===== config.mk =====
export PLATFORM = sky130hd
export DESIGN_NAME = commu_rx
export DESIGN_NICKNAME = d
export VERILOG_FILES = /design/src/rtl/commu_rx.sv
export SDC_FILE = /design/constraint.sdc
export NUM_CORES = 1
export LEC_CHECK = 0
export ABC_AREA = 0
export ABC_CLOCK_PERIOD_IN_PS = 3520
export CELL_PAD_IN_SITES_DETAIL_PLACEMENT = 0
export CELL_PAD_IN_SITES_GLOBAL_PLACEMENT = 1
export CORE_UTILIZATION = 39
export DETAILED_ROUTE_END_ITERATION = 10
export PLACE_DENSITY = 0.85
export REMOVE_ABC_BUFFERS = 1
export SETUP_SLACK_MARGIN = 0.05
export SLEW_MARGIN = 0
export SYNTH_ARGS = -nofsm -noshare
export SYNTH_HDL_FRONTEND = slang
export SYNTH_SLANG_ARGS = --single-unit
export TNS_END_PERCENT = 100

===== constraint.sdc =====
create_clock -name clk_sys -period 3.52 [get_ports clk_sys]
set_input_delay 0.88 -clock clk_sys [delete_from_list [all_inputs] [get_ports clk_sys]]
set_output_delay 0.88 -clock clk_sys [all_outputs]
set_load 0.005 [all_outputs]

===== src/rtl/commu_rx.sv =====
// -----------------------------------------------------------------------------
// commu_rx
// Serial receive-and-check stage of the link test. Recovers bits from the
// asynchronous rx line using a phase accumulator that is re-centred on every
// line edge. Each data bit is compared with a local PRBS7 reference
// (x^7+x^6+1, seed 7'h7F). Matches and mismatches are counted per frame.
//
// Ports
//   clk_sys    : system clock, the only clock used by the block
//   rst_n      : asynchronous active-low reset
//   rx         : serial line, asynchronous, idles high
//   tbit_fre   : bit rate in kbps (16 bit), static during a frame
//   tx_total   : number of data bits per frame (32 bit)
//   rx_total   : data bits that matched the PRBS (32 bit)
//   rx_err     : data bits that mismatched the PRBS (32 bit)
//   rx_busy    : high while a frame is being received
//   frame_done : one-cycle pulse at the end of each frame
// -----------------------------------------------------------------------------
module commu_rx #(
    parameter int unsigned CLK_KHZ = 100000
) (
    input  logic        clk_sys,
    input  logic        rst_n,
    input  logic        rx,
    input  logic [15:0] tbit_fre,
    input  logic [31:0] tx_total,
    output logic [31:0] rx_total,
    output logic [31:0] rx_err,
    output logic        rx_busy,
    output logic        frame_done
);

    localparam logic [31:0] LP_CLK  = 32'(CLK_KHZ);
    localparam logic [31:0] LP_HALF = 32'(CLK_KHZ / 2);
    localparam logic [6:0]  LP_SEED = 7'h7F;

    typedef enum logic [1:0] {
        ST_IDLE  = 2'd0,
        ST_START = 2'd1,
        ST_DATA  = 2'd2,
        ST_DONE  = 2'd3
    } state_t;

    // One PRBS7 step: shift left, feed back lfsr[6]^lfsr[5]
    function automatic logic [6:0] f_lfsr_next(input logic [6:0] s);
        return {s[5:0], s[6] ^ s[5]};
    endfunction

    state_t      r_state;
    logic        r_rx_meta;
    logic        r_rx_s;
    logic        r_rx_d;
    logic [31:0] r_acc;
    logic [6:0]  r_lfsr;
    logic [31:0] r_bit_cnt;
    logic [31:0] r_rx_total;
    logic [31:0] r_rx_err;
    logic        r_busy;
    logic        r_frame_done;

    logic [32:0] w_acc_sum;
    logic        w_tick;
    logic [31:0] w_acc_run;
    logic        w_fall;
    logic        w_edge;
    logic        w_expect;
    logic [31:0] w_bit_next;

    // Accumulator arithmetic, edge detection and expected PRBS bit
    always_comb begin
        w_acc_sum  = {1'b0, r_acc} + {17'd0, tbit_fre};
        w_tick     = (w_acc_sum >= {1'b0, LP_CLK});
        w_fall     = r_rx_d & ~r_rx_s;
        w_edge     = r_rx_d ^ r_rx_s;
        w_expect   = r_lfsr[6] ^ r_lfsr[5];
        w_bit_next = r_bit_cnt + 32'd1;
        // An edge always wins over the free-running phase so the next tick
        // lands mid-bit; the tick's own sample is still taken this cycle.
        if (w_edge) begin
            w_acc_run = LP_HALF;
        end else if (w_tick) begin
            w_acc_run = w_acc_sum[31:0] - LP_CLK;
        end else begin
            w_acc_run = w_acc_sum[31:0];
        end
    end

    // Two-flop synchroniser plus one delayed copy for edge detection
    always_ff @(posedge clk_sys or negedge rst_n) begin
        if (!rst_n) begin
            r_rx_meta <= 1'b1;
            r_rx_s    <= 1'b1;
            r_rx_d    <= 1'b1;
        end else begin
            r_rx_meta <= rx;
            r_rx_s    <= r_rx_meta;
            r_rx_d    <= r_rx_s;
        end
    end

    // Frame state machine with registered counters and status outputs
    always_ff @(posedge clk_sys or negedge rst_n) begin
        if (!rst_n) begin
            r_state      <= ST_IDLE;
            r_acc        <= 32'd0;
            r_lfsr       <= LP_SEED;
            r_bit_cnt    <= 32'd0;
            r_rx_total   <= 32'd0;
            r_rx_err     <= 32'd0;
            r_busy       <= 1'b0;
            r_frame_done <= 1'b0;
        end else begin
            case (r_state)
                ST_IDLE: begin
                    r_frame_done <= 1'b0;
                    if (w_fall && (tbit_fre != 16'd0)) begin
                        r_acc   <= LP_HALF;
                        r_state <= ST_START;
                        r_busy  <= 1'b1;
                    end else begin
                        r_acc  <= 32'd0;
                        r_busy <= 1'b0;
                    end
                end
                ST_START: begin
                    r_acc <= w_acc_run;
                    if (w_tick) begin
                        if (!r_rx_s) begin
                            r_rx_total <= 32'd0;
                            r_rx_err   <= 32'd0;
                            r_bit_cnt  <= 32'd0;
                            r_lfsr     <= LP_SEED;
                            if (tx_total == 32'd0) begin
                                r_state      <= ST_DONE;
                                r_frame_done <= 1'b1;
                                r_acc        <= 32'd0;
                            end else begin
                                r_state <= ST_DATA;
                            end
                        end else begin
                            // Line was high again at mid start bit: a glitch
                            r_state <= ST_IDLE;
                            r_busy  <= 1'b0;
                            r_acc   <= 32'd0;
                        end
                    end else begin
                        r_state <= ST_START;
                    end
                end
                ST_DATA: begin
                    r_acc <= w_acc_run;
                    if (w_tick) begin
                        if (r_rx_s == w_expect) begin
                            r_rx_total <= r_rx_total + 32'd1;
                        end else begin
                            r_rx_err <= r_rx_err + 32'd1;
                        end
                        r_lfsr    <= f_lfsr_next(r_lfsr);
                        r_bit_cnt <= w_bit_next;
                        // >= keeps the block from running on if tx_total shrinks
                        if (w_bit_next >= tx_total) begin
                            r_state      <= ST_DONE;
                            r_frame_done <= 1'b1;
                            r_acc        <= 32'd0;
                        end else begin
                            r_state <= ST_DATA;
                        end
                    end else begin
                        r_state <= ST_DATA;
                    end
                end
                ST_DONE: begin
                    r_frame_done <= 1'b0;
                    r_busy       <= 1'b0;
                    r_acc        <= 32'd0;
                    r_state      <= ST_IDLE;
                end
                default: begin
                    r_state      <= ST_IDLE;
                    r_acc        <= 32'd0;
                    r_busy       <= 1'b0;
                    r_frame_done <= 1'b0;
                end
            endcase
        end
    end

    assign rx_total   = r_rx_total;
    assign rx_err     = r_rx_err;
    assign rx_busy    = r_busy;
    assign frame_done = r_frame_done;

endmodule


==> impl_metrics.xml <==
<?xml version="1.0" encoding="UTF-8"?>
<metrics>
  <group name="setup_path">
    <metric name="ff2ff_setup_slack" unit="ps">-530</metric>
    <metric name="worst-r2r-cell-count" unit="">16</metric>
    <metric name="startpoint_type" unit="">input port</metric>
    <metric name="required" unit="ps">3880</metric>
    <metric name="critPathMostFrequentCell" unit="">buf_6</metric>
    <metric name="timing.critical_path.slowest_cell_delay" unit="ps">530</metric>
    <metric name="critPathKind" unit="">in -&gt; reg</metric>
    <metric name="crit_buf_inv" unit="">6</metric>
    <metric name="crit-reg2reg-capture" unit="">rx_err[2]</metric>
    <metric name="cp_cell_sequence" unit="">buf_8, ha_4, buf_6, o211ai_4, buf_6, o211a_1, or3_4, nand2_4, nand3b_1, or4_4, o311ai_4, buf_12, o31ai_4, clkbuf_16, buf_6, or4_4, a21oi_2</metric>
    <metric name="worst_setup_path_end_kind" unit="">flop</metric>
    <metric name="slowest_stage" unit="">or4_4</metric>
    <metric name="worst_path_dominant_cell_family" unit="">simple AND/OR/NAND/NOR gates</metric>
    <metric name="worst_ep_arrival_time" unit="ps">4550</metric>
    <metric name="r2r_start" unit="">r_acc[3]</metric>
    <metric name="critical_path.max_fanout" unit="">9</metric>
  </group>
  <group name="power_and_ir_drop">
    <metric name="leakagePower" unit="nW">7.26</metric>
    <metric name="netSwitchingPower" unit="W">0.00804</metric>
    <metric name="seq_power_share" unit="%">12.0</metric>
    <metric name="swShare" unit="%">44.1</metric>
    <metric name="power_share_of_the_combinational_group" unit="%">77.3</metric>
    <metric name="power.share.clock" unit="%">10.7</metric>
    <metric name="cellInternalPower" unit="W">0.0102</metric>
    <metric name="p_per_area" unit="nW/µm²">1070</metric>
    <metric name="worst_ir_drop_on_vdd" unit="mV">0.739</metric>
  </group>
  <group name="run">
    <metric name="drv_cap" unit="">0</metric>
  </group>
  <group name="hold_path">
    <metric name="whs_endpoint" unit="">r_rx_s</metric>
    <metric name="worstHoldPathType" unit="">reg -&gt; reg</metric>
    <metric name="hold_path_startpoint" unit="">r_rx_meta</metric>
    <metric name="timing.hold.worst_path_depth" unit="">0</metric>
  </group>
  <group name="timing">
    <metric name="layout_min_cycle_time" unit="ps">4190</metric>
    <metric name="hold_viol_final" unit="">0</metric>
    <metric name="peak_freq" unit="MHz">239</metric>
    <metric name="tightest_slew" unit="ps">838</metric>
    <metric name="setup_slack" unit="ps">-670</metric>
    <metric name="slew_viol_final" unit="">0</metric>
    <metric name="setup-tns-final" unit="ps">-77880</metric>
    <metric name="worst_clock_skew" unit="ps">11.1</metric>
    <metric name="rsz_0062_raised_after_global_routing" unit="">true</metric>
    <metric name="setup_viol" unit="">139</metric>
    <metric name="period_share" unit="%">119</metric>
    <metric name="timing.slew.headroom" unit="%">43.8</metric>
  </group>
  <group name="layout">
    <metric name="area_delta_synth_final" unit="%">64.8</metric>
    <metric name="final_net_count" unit="">1728</metric>
    <metric name="antennaDiodeCount" unit="">0</metric>
    <metric name="final_cells" unit="">1966</metric>
    <metric name="fillCellCount" unit="">1925</metric>
    <metric name="final_area" unit="µm²">17100</metric>
    <metric name="multiInputGateArea" unit="µm²">7910</metric>
    <metric name="layout.area.seq" unit="µm²">3570</metric>
    <metric name="final_layout_size_suffix_gt1_share" unit="%">40.0</metric>
  </group>
  <group name="synth">
    <metric name="predominant_post_synthesis_flop_cell" unit="">dfrtp_1</metric>
    <metric name="count_of_flip_flops_with_a_built_in_enable_after_synthesis" unit="">0</metric>
    <metric name="yosys_register_bits" unit="">142</metric>
    <metric name="synth.avg_cell_area" unit="µm²">8.56</metric>
    <metric name="post_syn_area" unit="µm²">10300</metric>
    <metric name="synthesis.yosys.warnings" unit="">0</metric>
    <metric name="synthCells" unit="">1209</metric>
    <metric name="synthArstFlopShare" unit="%">100</metric>
    <metric name="ys_types" unit="">87</metric>
    <metric name="synth-seq-area-share" unit="%">34.5</metric>
  </group>
  <group name="floorplanning">
    <metric name="core-area" unit="µm²">26100</metric>
    <metric name="rows" unit="">59</metric>
    <metric name="die_x" unit="µm">165</metric>
    <metric name="initial_core_util" unit="%">39.7</metric>
    <metric name="die_h" unit="µm">165</metric>
    <metric name="ios" unit="">117</metric>
    <metric name="fp.dieArea" unit="µm²">27200</metric>
  </group>
  <group name="outcome">
    <metric name="failed_checks" unit="">setup timing</metric>
    <metric name="result_of_the_run" unit="">finished with violations</metric>
  </group>
  <group name="clock_network">
    <metric name="worst_skew_pair.late_latency" unit="ps">430</metric>
    <metric name="clock_root_buffer" unit="">clkbuf_16</metric>
    <metric name="numClockSinks" unit="">142</metric>
    <metric name="ctsHoldBuffers" unit="">0</metric>
    <metric name="maximum_buffer_depth_of_the_clock_tree" unit="">2</metric>
    <metric name="number_of_buffers_created_by_cts" unit="">17</metric>
    <metric name="tritoncts" unit="">yes</metric>
    <metric name="ctsHtreeMaxLevel" unit="">4</metric>
    <metric name="clkTransAtPathRegs" unit="ps">70</metric>
  </group>
  <group name="global_routing">
    <metric name="sum_of_overflow_across_all_layers_after_global_routing" unit="">0</metric>
    <metric name="initial_antenna_violation_count" unit="">0</metric>
    <metric name="grt_max_degree" unit="">67</metric>
    <metric name="grt.total_usage" unit="%">27.7</metric>
    <metric name="grt_first_pass_wirelength" unit="mm">59.3</metric>
    <metric name="number_of_global_route_vias_before_repair" unit="">11632</metric>
  </group>
  <group name="drt">
    <metric name="drt_pass1_iterations" unit="">5</metric>
    <metric name="drcViolationCount" unit="">0</metric>
    <metric name="finalWirelength" unit="mm">39.6</metric>
    <metric name="routed-via-count" unit="">11694</metric>
    <metric name="drt_iter0_markers" unit="">891</metric>
    <metric name="postRouteAntennaNets" unit="">0</metric>
    <metric name="post_drt_wl_per_cell" unit="µm">20.1</metric>
    <metric name="detail_route.vias_per_cell" unit="">5.95</metric>
  </group>
  <group name="place">
    <metric name="post-place-cells" unit="">1826</metric>
    <metric name="port_buffers" unit="">116</metric>
    <metric name="place_congestion" unit="">0.901</metric>
    <metric name="dp.final_hpwl" unit="mm">23.7</metric>
    <metric name="placedInstanceArea" unit="µm²">13400</metric>
  </group>
</metrics>
power groups by stage:
stage / logic (W) / clock network, W / registers (W)
after global placement: 0.00774 / 0 / 0.00213
after CTS: 0.0117 / 0.00195 / 0.00216
after detailed placement: 0.00786 / 0 / 0.00215
after global routing: 0.0147 / 0.00203 / 0.00221
after floorplan: 0.00405 / 0 / 0.00210
final: 0.0141 / 0.00194 / 0.00219
timing repair:
item | 4_1_cts | 5_1_grt
pin swaps | 92 | 115
gates resized for setup | 301 | 204
cloned | 15 | 8
setup buffers | 60 | 38
endpoints found under the setup margin | 139 | 139
cells by family (layout without fill, tap and decap cells):
kind of cell,Yosys count,in the layout,share of synthesized area [%]
multiplexers,6,6,0.593
flip-flops,142,142,34.5
AO/OA/AOI/OAI,324,324,21.0
adder cells (fa/ha/maj),58,58,7.09
AND/OR/NAND/NOR,493,493,25.4
buffers and inverters,108,530,4.55
XOR/XNOR,78,78,6.96
routing by layer:
| layer | global-route usage, % | wire length [µm] |
|---|---|---|
| met5 | 0 | 0 |
| met2 | 47.6 | 19900 |
| met1 | 34.3 | 15900 |
| met4 | 12.1 | 1720 |
| met3 | 3.97 | 2040 |
area by class of cell:
type,count,area share (%)
clock buffer,18,2.52
clock inverter,13,1.11
inverter,60,1.32
multi-input combinational,959,46.4
sequential,142,20.9
tap,335,2.46
timing repair buffer,439,25.3
registers in the layout (all words and copies together) (netlist names), named ones only:
signal / cells
rx_total: 32
r_acc: 32
r_rx_meta: 1
rx_err: 32
r_bit_cnt: 32
r_rx_d: 1
r_rx_s: 1
rx_busy: 1
r_state: 1
r_lfsr: 7
frame_done: 1
synthesized netlist by cell type, types with 13 or more instances:
cell type	n	area, µm²
a31oi_1	22	138
nor4_1	22	138
xor2_1	17	149
nand3_1	69	345
o31ai_1	35	263
clkbuf_1	26	97.6
a21oi_1	81	405
dfrtp_1	132	3300
ha_1	57	713
xnor2_1	57	499
nor2_1	78	293
a21o_1	19	143
nand4_1	33	206
or4_1	32	240
inv_1	60	225
and4_1	13	114
and3_1	28	175
or3_1	24	150
nor3_1	18	90.1
o21ai_0	73	365
nand2_1	124	465
worst register-to-register path: cells and delay by family, from the launching register on:
family / cells / cell delay (ps)
buf+inv: 5 / 770
compound gates: 5 / 880
flops: 1 / 400
simple gates: 5 / 1630
fa+ha+maj: 1 / 300
per-stage QoR:
step                      utilization [%]  power, W  hold slack (ps)  setup slack (ps)
final                                65.5    0.0182              390              -670
after global routing                 65.5    0.0189              383              -752
after CTS                            61.1    0.0158              379              -575
after floorplan                         -   0.00614              345             -3340
after global placement               51.6   0.00987              367             -1460
after detailed placement             51.6    0.0100              366             -1640
how the worst max path moves through the flow:
stage                         to   startpoint  slack (ps)  cells after the start
floorplan           rx_total[17]  tbit_fre[0]       -3340                     15
global placement        r_acc[6]  tbit_fre[1]       -1460                     16
detailed placement     r_acc[19]  tbit_fre[0]       -1640                     18
CTS                 rx_total[16]  tbit_fre[0]        -570                     19
global route           r_acc[21]  tbit_fre[3]        -750                     21
finish                 rx_err[2]  tbit_fre[3]        -670                     17
layout by cell type, fill, tap and decap left out, types with 25 or more instances in the layout:
cell / netlist / routed
a21oi_1: 81 / 28
a21oi_2: 2 / 51
buf_4: 5 / 230
buf_6: 5 / 60
clkbuf_16: 0 / 25
clkdlybuf4s50_1: 0 / 99
dfrtp_1: 132 / 132
ha_1: 57 / 40
inv_1: 60 / 58
nand2_1: 124 / 116
nand3_1: 69 / 60
nand4_1: 33 / 33
nor2_1: 78 / 49
o21ai_0: 73 / 28
o21ai_1: 9 / 33
xnor2_1: 57 / 48
(Power assumes the default switching activity.)
